`config.mk`:
```
export PLATFORM = sky130hd
export DESIGN_NAME = icache_fill_arbiter
export DESIGN_NICKNAME = d
export VERILOG_FILES = /design/src/rtl/icache_fill_arbiter.sv
export SDC_FILE = /design/constraint.sdc
export NUM_CORES = 1
export LEC_CHECK = 0
export BUFFER_PORTS_ARGS = -buffer_cell sky130_fd_sc_hd__buf_2
export CAP_MARGIN = 30
export CORE_AREA = 2 2 313 315
export CTS_BUF_LIST = sky130_fd_sc_hd__clkbuf_8
export DETAILED_ROUTE_END_ITERATION = 8
export DIE_AREA = 0 0 315 317
export GPL_TIMING_DRIVEN = 0
export PLACE_DENSITY = 0.45
export SYNTH_ARGS = -nofsm -noshare
export SYNTH_HDL_FRONTEND = slang
export SYNTH_SLANG_ARGS = --single-unit
```
`constraint.sdc`:
```
create_clock -name clk_i -period 38.5 [get_ports clk_i]
set_input_delay 3.85 -clock clk_i [delete_from_list [all_inputs] [get_ports clk_i]]
set_output_delay 3.85 -clock clk_i [all_outputs]
set_load 0.005 [all_outputs]
```
`src/rtl/icache_fill_arbiter.sv`:
```
// I-cache refill sequencer: arbitrates demand misses and next-line prefetches onto one L2 fill port,
// keeps a single fill in flight and assembles its beats into a full line for the cache write.
module icache_fill_arbiter #(
   parameter int PADDR_W = 40,
   parameter int LINE_W  = 512,
   parameter int BEAT_W  = 128,
   parameter int TMO_W   = 8
) (
   input  logic               clk_i,
   input  logic               rst_i,
   input  logic               dmd_req_valid_i,
   input  logic [PADDR_W-1:0] dmd_req_paddr_i,
   output logic               dmd_req_ready_o,
   input  logic               pf_req_valid_i,
   input  logic [PADDR_W-1:0] pf_req_paddr_i,
   output logic               pf_req_ready_o,
   input  logic               flush_i,
   output logic               fill_req_valid_o,
   output logic [PADDR_W-1:0] fill_req_paddr_o,
   input  logic               fill_req_ready_i,
   input  logic               fill_resp_valid_i,
   input  logic [BEAT_W-1:0]  fill_resp_data_i,
   output logic               line_valid_o,
   output logic [LINE_W-1:0]  line_data_o,
   output logic [PADDR_W-1:0] line_paddr_o,
   output logic               line_is_pf_o,
   output logic               busy_o,
   output logic               timeout_o
);
   localparam int BEATS = LINE_W / BEAT_W;
   localparam int OFF_W = $clog2(LINE_W / 8);
   localparam int CNT_W = (BEATS > 1) ? $clog2(BEATS) : 1;
   localparam logic [PADDR_W-1:0] OFF_MASK  = PADDR_W'((64'd1 << OFF_W) - 64'd1);
   localparam logic [CNT_W-1:0]   LAST_BEAT = CNT_W'(BEATS - 1);

   typedef enum logic [2:0] {
      S_IDLE  = 3'd0,
      S_REQ   = 3'd1,
      S_WAIT  = 3'd2,
      S_DONE  = 3'd3,
      S_DRAIN = 3'd4
   } state_t;

   function automatic logic [PADDR_W-1:0] line_addr(input logic [PADDR_W-1:0] a);
      return a & ~OFF_MASK;
   endfunction

   state_t             state_r;
   logic [PADDR_W-1:0] addr_r;
   logic               is_pf_r;
   logic [CNT_W-1:0]   cnt_r;
   logic [TMO_W-1:0]   tmr_r;
   logic [LINE_W-1:0]  line_r;
   logic               timeout_r;

   logic [PADDR_W-1:0] dmd_line_s;
   logic               in_fill_s;
   logic               dmd_acc_s;
   logic               pf_acc_s;
   logic               promote_s;
   logic               last_beat_s;
   logic [TMO_W-1:0]   tmr_nxt_s;
   logic               tmo_hit_s;
   logic [LINE_W-1:0]  line_nxt_s;

   assign dmd_line_s  = line_addr(dmd_req_paddr_i);
   assign in_fill_s   = (state_r == S_REQ) || (state_r == S_WAIT) || (state_r == S_DONE);
   assign dmd_acc_s   = (state_r == S_IDLE) && dmd_req_valid_i && !flush_i && !rst_i;
   assign pf_acc_s    = (state_r == S_IDLE) && !dmd_req_valid_i && pf_req_valid_i && !flush_i && !rst_i;
   // A demand hitting the line already being prefetched rides on that fill instead of waiting.
   assign promote_s   = in_fill_s && is_pf_r && dmd_req_valid_i && (dmd_line_s == addr_r) && !flush_i && !rst_i;
   assign last_beat_s = (cnt_r == LAST_BEAT);
   assign tmr_nxt_s   = tmr_r + 1'b1;
   assign tmo_hit_s   = &tmr_nxt_s;

   assign dmd_req_ready_o  = dmd_acc_s || promote_s;
   assign pf_req_ready_o   = pf_acc_s;
   assign fill_req_valid_o = (state_r == S_REQ);
   assign fill_req_paddr_o = addr_r;
   assign line_valid_o     = (state_r == S_DONE) && !flush_i;
   assign line_data_o      = line_r;
   assign line_paddr_o     = addr_r;
   assign line_is_pf_o     = is_pf_r && !promote_s;
   assign busy_o           = (state_r != S_IDLE);
   assign timeout_o        = timeout_r;

   // Insert the incoming beat into its slot of the line buffer.
   always_comb begin
      line_nxt_s = line_r;
      for (int k = 0; k < BEATS; k++) begin
         if (cnt_r == CNT_W'(k)) begin
            line_nxt_s[k*BEAT_W +: BEAT_W] = fill_resp_data_i;
         end else begin
            line_nxt_s[k*BEAT_W +: BEAT_W] = line_r[k*BEAT_W +: BEAT_W];
         end
      end
   end

   // Fill sequencer state, line buffer, beat counter and response timer.
   always_ff @(posedge clk_i or posedge rst_i) begin
      if (rst_i) begin
         state_r   <= S_IDLE;
         addr_r    <= {PADDR_W{1'b0}};
         is_pf_r   <= 1'b0;
         cnt_r     <= {CNT_W{1'b0}};
         tmr_r     <= {TMO_W{1'b0}};
         line_r    <= {LINE_W{1'b0}};
         timeout_r <= 1'b0;
      end else begin
         if (promote_s) begin
            is_pf_r <= 1'b0;
         end
         case (state_r)
            S_IDLE: begin
               if (dmd_acc_s) begin
                  addr_r  <= dmd_line_s;
                  is_pf_r <= 1'b0;
                  state_r <= S_REQ;
               end else if (pf_acc_s) begin
                  addr_r  <= line_addr(pf_req_paddr_i);
                  is_pf_r <= 1'b1;
                  state_r <= S_REQ;
               end
            end
            S_REQ: begin
               cnt_r <= {CNT_W{1'b0}};
               tmr_r <= {TMO_W{1'b0}};
               if (flush_i) begin
                  state_r <= fill_req_ready_i ? S_DRAIN : S_IDLE;
               end else if (fill_req_ready_i) begin
                  state_r <= S_WAIT;
               end
            end
            S_WAIT: begin
               if (fill_resp_valid_i) begin
                  cnt_r <= cnt_r + 1'b1;
                  tmr_r <= {TMO_W{1'b0}};
                  if (flush_i) begin
                     // A killed fill whose final beat lands now has nothing left to drain.
                     state_r <= last_beat_s ? S_IDLE : S_DRAIN;
                  end else begin
                     line_r <= line_nxt_s;
                     if (last_beat_s) begin
                        state_r <= S_DONE;
                     end
                  end
               end else if (flush_i) begin
                  tmr_r   <= {TMO_W{1'b0}};
                  state_r <= S_DRAIN;
               end else if (tmo_hit_s) begin
                  timeout_r <= 1'b1;
                  state_r   <= S_IDLE;
               end else begin
                  tmr_r <= tmr_nxt_s;
               end
            end
            S_DONE: begin
               state_r <= S_IDLE;
            end
            S_DRAIN: begin
               if (fill_resp_valid_i) begin
                  cnt_r <= cnt_r + 1'b1;
                  tmr_r <= {TMO_W{1'b0}};
                  if (last_beat_s) begin
                     state_r <= S_IDLE;
                  end
               end else if (tmo_hit_s) begin
                  timeout_r <= 1'b1;
                  state_r   <= S_IDLE;
               end else begin
                  tmr_r <= tmr_nxt_s;
               end
            end
            default: begin
               state_r <= S_IDLE;
            end
         endcase
      end
   end
endmodule

```
Yosys cells after proc, flatten, opt, wreduce, memory -nomap -nowiden
Cells that the tools add are included. Widths: inputs -> output; s select.

Bits in registers: 567. Input bits: 215. Output and inout bits: 599. Logic and storage cells: 99.

$add $sub $neg: 2. Equal/unequal tests: 16. Multiplexer cells: 32. Bitwise gates (word level): 1. Reductions and logical operators: 38.

Operator list (count): $mux 40 (2); $eq 40x40->1 (1); $mux 3 (13); $mux 8 (4); $pmux 8 s3 (1); $reduce_and 4->1 (6); $logic_and 1x1->1 (14); $pmux 3 s4 (1); $add 8x1->8 const B (1); $mux 1 (8); $reduce_and 8->1 (1); $eq 3x2->1 const B (2); $ne 2x2->1 const B (3); $ne 3x3->1 const B (2); $reduce_bool 2->1 (3); $reduce_bool 3->1 (2); $eq 2x2->1 const B (2); $logic_not 1->1 (4); $ne 4x4->1 const B (1); $pmux 2 s2 (1); $reduce_and 2->1 (2); $eq 3x1->1 const B (1); $eq 3x3->1 const B (1); $logic_not 3->1 (1); 10 further kinds (12).

Logic depth before layout (Yosys ltp)
Depth in word-level cells: 12. Gate-level depth with buffers: 7. Mapped depth without buffers: 7.

Least setup slack after synthesis
OpenSTA, ideal clock, no wires.

Path kind: input -> output. Start point: input port flush_i. End point: output port dmd_req_ready_o. Data arrival time: 5.225 ns. Slack: 29.425 ns. Cell stages on the path: 6. Path buffers: 1. Path through: buf_6 or4b_4 nor3_2 nand4_1 nor4_2 or2_1.

Longest elaborated chain between the ends: 4. Elaborated cells between the ends (all ways): 6.

RTL lines: from (decl) (RTL line 17) `input logic flush_i,`; $logic_not 1->1 (*) (RTL line 68, 71); $logic_and 1x1->1, on equally long branches (2 in a row) (RTL line 68, 71); $logic_or 1x1->1 (*) (RTL line 76) `assign dmd_req_ready_o = dmd_acc_s || promote_s;`; to (decl) (RTL line 13) `output logic dmd_req_ready_o,`.

Mark *: on every way between the ends. The rest lies on a longest branch, timed or not.

Worst setup path in the final report
Start point: input port dmd_req_paddr_i[14]. End point: output port dmd_req_ready_o.

Longest elaborated chain between the ends: 5.

RTL lines: from (decl) (RTL line 12) `input logic [PADDR_W-1:0] dmd_req_paddr_i,`; $eq 40x40->1 (RTL line 71) `assign promote_s = in_fill_s && is_pf_r && dmd_req_valid_i && (dmd_line_s == addr_r) && !flush_i && !rst_i;`; $logic_and 1x1->1 (3 in a row) (RTL line 71); $logic_or 1x1->1 (RTL line 76).

Every way passes these cells.

==> results_dict.tcl <==
set metrics [dict create \
    post_drt_via_cell_ratio 4.149 \
    min_path_type "flop to flop" \
    cts_root_buffer "clkbuf_8" \
    synth_cell_types 44 \
    synth-async-reset-ratio_pct 100.0 \
    clock_latency_ns 0.73 \
    postCtsResizedCells 0 \
    htreeDepth 3 \
    endpoint "dmd_req_ready_o" \
    switching_share_pct 31.12 \
    seq_area_frac_synth_pct 62.40 \
    slew_viol_final 0 \
    first_iter_violations 555 \
    p_switching_uw 687.9 \
    ys_ff_latch 561 \
    fmax_ghz 0.1053 \
    globalRouteMet2Util_pct 25.79 \
    path_depth 7 \
    die_h_um 317 \
    path_buf_inv 2 \
    first_global_vias 16700 \
    syn_avg_cell_area_um2 15.50 \
    run_status "finished clean" \
    die-area_um2 99860 \
    dr.pass1.iters 5 \
    syn_inst 1452 \
    synth_edf_count 0 \
    track_usage_pct 14.76 \
    busiest_layer "met2" \
    rows 114 \
    drc 0 \
    path_cells "buf_2 > xor2_1 > nor4_1 > nand4_1 > nor4_2 > or2_1 > buf_2" \
    slew_headroom_pct 49.72 \
    numCtsBuffers 101 \
    worst_clock_skew_ns 0.01416 \
    post_cts_buffers 0 \
    cp_top_family "simple AND/OR/NAND/NOR gates" \
    grtUsageMet1_pct 16.75 \
    drv_cap 0 \
    io_buffers 787 \
    antenna_found_initial 5 \
    finalHoldViolCount 0 \
    wl_per_cell_um 20.61 \
    cpMaxStageDelayCell "nor4_1" \
    die_x_um 315 \
    internal_power_uw 1523 \
    p_leak_uw 0.01709 \
    p_per_area_nw_per_um2 72.56 \
    synthTopCellsByCount "dfrtp_1 (561), mux2_2 (512), nand2_1 (53)" \
    peakVddDrop_uv 33.31 \
    yosysTopAreaCell "dfrtp_1" \
    crit_path_start "dmd_req_paddr_i[14]" \
    drive_above_1_share_pct 64.76 \
    final_core_util_pct 31.64 \
    worstPathRequired_ns 34.65 \
    setup_violations 0 \
    worstPathArrival_ns 5.65 \
    grt_start_max_net_pins 134 \
    dr_total_vias 15480 \
    startpoint_type "primary input" \
    gp_congestion 0.8339 \
    r2r-start "state_r[1]" \
    seq_power_share_pct 42.7 \
    clkPwrFrac_pct 27.3 \
    cts.sinks 561 \
    yosysWarnings 0 \
    r2r_end "line_data_o[150]" \
    worst_path_most_repeated_cell "buf_2" \
    grt_pass1_wl_um 109800 \
    cp_slowest_stage_delay_ns 0.62 \
    netlist_area_um2 22500 \
    rsz0062_at_grt "no" \
    grt_util_met3_pct 4.350 \
    post-route-period-util_pct 24.67 \
    synth-main-ff-cell "dfrtp_1" \
    nets 2578 \
    finalCriticalPeriod_ns 9.500 \
    cts_tree "built" \
    yosysMostFrequentCell "dfrtp_1" \
    path_class "primary input to output pin" \
    wl_um 76870 \
    clk_path_buf_depth 3 \
    start_util_pct 23.37 \
    critPathMaxFanout 3 \
    synth_top_area_share_pct 62.40 \
    finalPower_uw 2210 \
    tightest_slew_ns 0.7542 \
    area_growth_pct 35.40 \
    clk_pin_slew_ns 0.05 \
    cts_hold_buf 0 \
    reg2reg_depth 7 \
    hpwl_um 58050 \
    synth_area_leaders "dfrtp_1 (62%), mux2_2 (26%), buf_6 (2.4%), buf_4 (1.7%), mux2i_1 (1.5%)" \
    num_io_pins 814 \
    combPwrFrac_pct 30.0 \
    core_area_um2 96280 \
    setup_tns_ns 0 \
    reg2reg_slack_ns 36.30 \
    end_kind "output pin" \
    overflow 0 \
    postRouteAntennaNets 0 \
]
==> layout by cell type (no fill, tap or decap), types with 8 or more instances in the layout <==
cell type / Yosys / routed
buf_2: 13 / 800
dfrtp_1: 561 / 561
mux2_2: 512 / 512
clkbuf_8: 0 / 134
nand2_1: 53 / 53
buf_4: 51 / 51
buf_6: 48 / 48
o21ai_0: 45 / 45
inv_1: 8 / 37
xor2_1: 36 / 36
mux2i_1: 34 / 34
clkinv_2: 0 / 16
nor2_1: 14 / 14
conb_1: 1 / 12
nor4_1: 9 / 9
diode_2: 0 / 8
==> stage by stage <==
stage                     cells  cell area (µm²)  setup WS [ns]  hold WS [ns]
after floorplan            1463            22540          18.96        0.4650
after global placement     3526            28080          12.61        0.4596
after detailed placement   3530            28190          29.03        0.4628
after CTS                  3722            30440          29.03        0.4768
after global routing       3727            30460          28.81        0.5067
final                      3730            30460          29.00        0.4706
==> kinds of logic (layout without fill, tap and decap cells) <==
group	count (synthesis)	in the layout	share of synthesized area [%]
AO/OA/AOI/OAI	67	67	1.718
other	1	20	0.01667
multiplexers	546	546	27.14
XOR/XNOR	37	37	1.440
adder cells (fa/ha/maj)	6	6	0.3337
AND/OR/NAND/NOR	107	107	2.313
flip-flops	561	561	62.40
buffers and inverters	127	1110	4.644
==> how the worst min path moves through the flow <==
stage	from	endpoint	slack, ns	cells after the start
final	timeout_o	timeout_o	0.47	1
after global routing	line_data_o[71]	line_data_o[71]	0.51	1
after CTS	timeout_o	timeout_o	0.48	1
after detailed placement	timeout_o	timeout_o	0.46	1
after global placement	timeout_o	timeout_o	0.46	1
after floorplan	timeout_o	timeout_o	0.46	1
==> metal layers <==
metal	wire length (µm)	share of wire, %
met1	29720	39
met4	2324	3.0
met5	0	0
met3	5765	7.5
met2	39060	51
==> power groups by stage <==
stage / Sequential [µW] / Clock, µW / Combinational, µW
CTS: 946 / 629 / 677
floorplan: 960 / 0 / 275
global placement: 947 / 0 / 668
detailed placement: 954 / 0 / 675
global route: 972 / 655 / 721
finish: 945 / 604 / 662
==> registers in the layout, indices dropped and copies added (netlist names) <==
name              flops
state_r               3
line_data_o         512
fill_req_paddr_o     34
is_pf_r               1
timeout_o             1
cnt_r                 2
tmr_r                 8
==> worst register-to-register path, stage by stage, from the launching register on <==
cell	delay [ns]
dfrtp_1	0.36
buf_4	0.16
nor3b_1	0.16
and3_1	0.25
nand2_1	0.12
buf_2	0.39
buf_6	0.26
mux2_2	0.37
==> area by class of cell <==
class                           instances  area (µm²)
Timing Repair Buffer                  791        4049
Clock inverter                         58       406.6
Inverter                                8       37.54
Sequential cell                       561       14040
Tap cell                             1276        1597
Multi-Input combinational cell        775        7457
Clock buffer                          134        1844
Antenna cell                            8       20.02
Fill cell                            9795       65820
Buffer                                119        1015
Power figures use the tool's default switching activity.
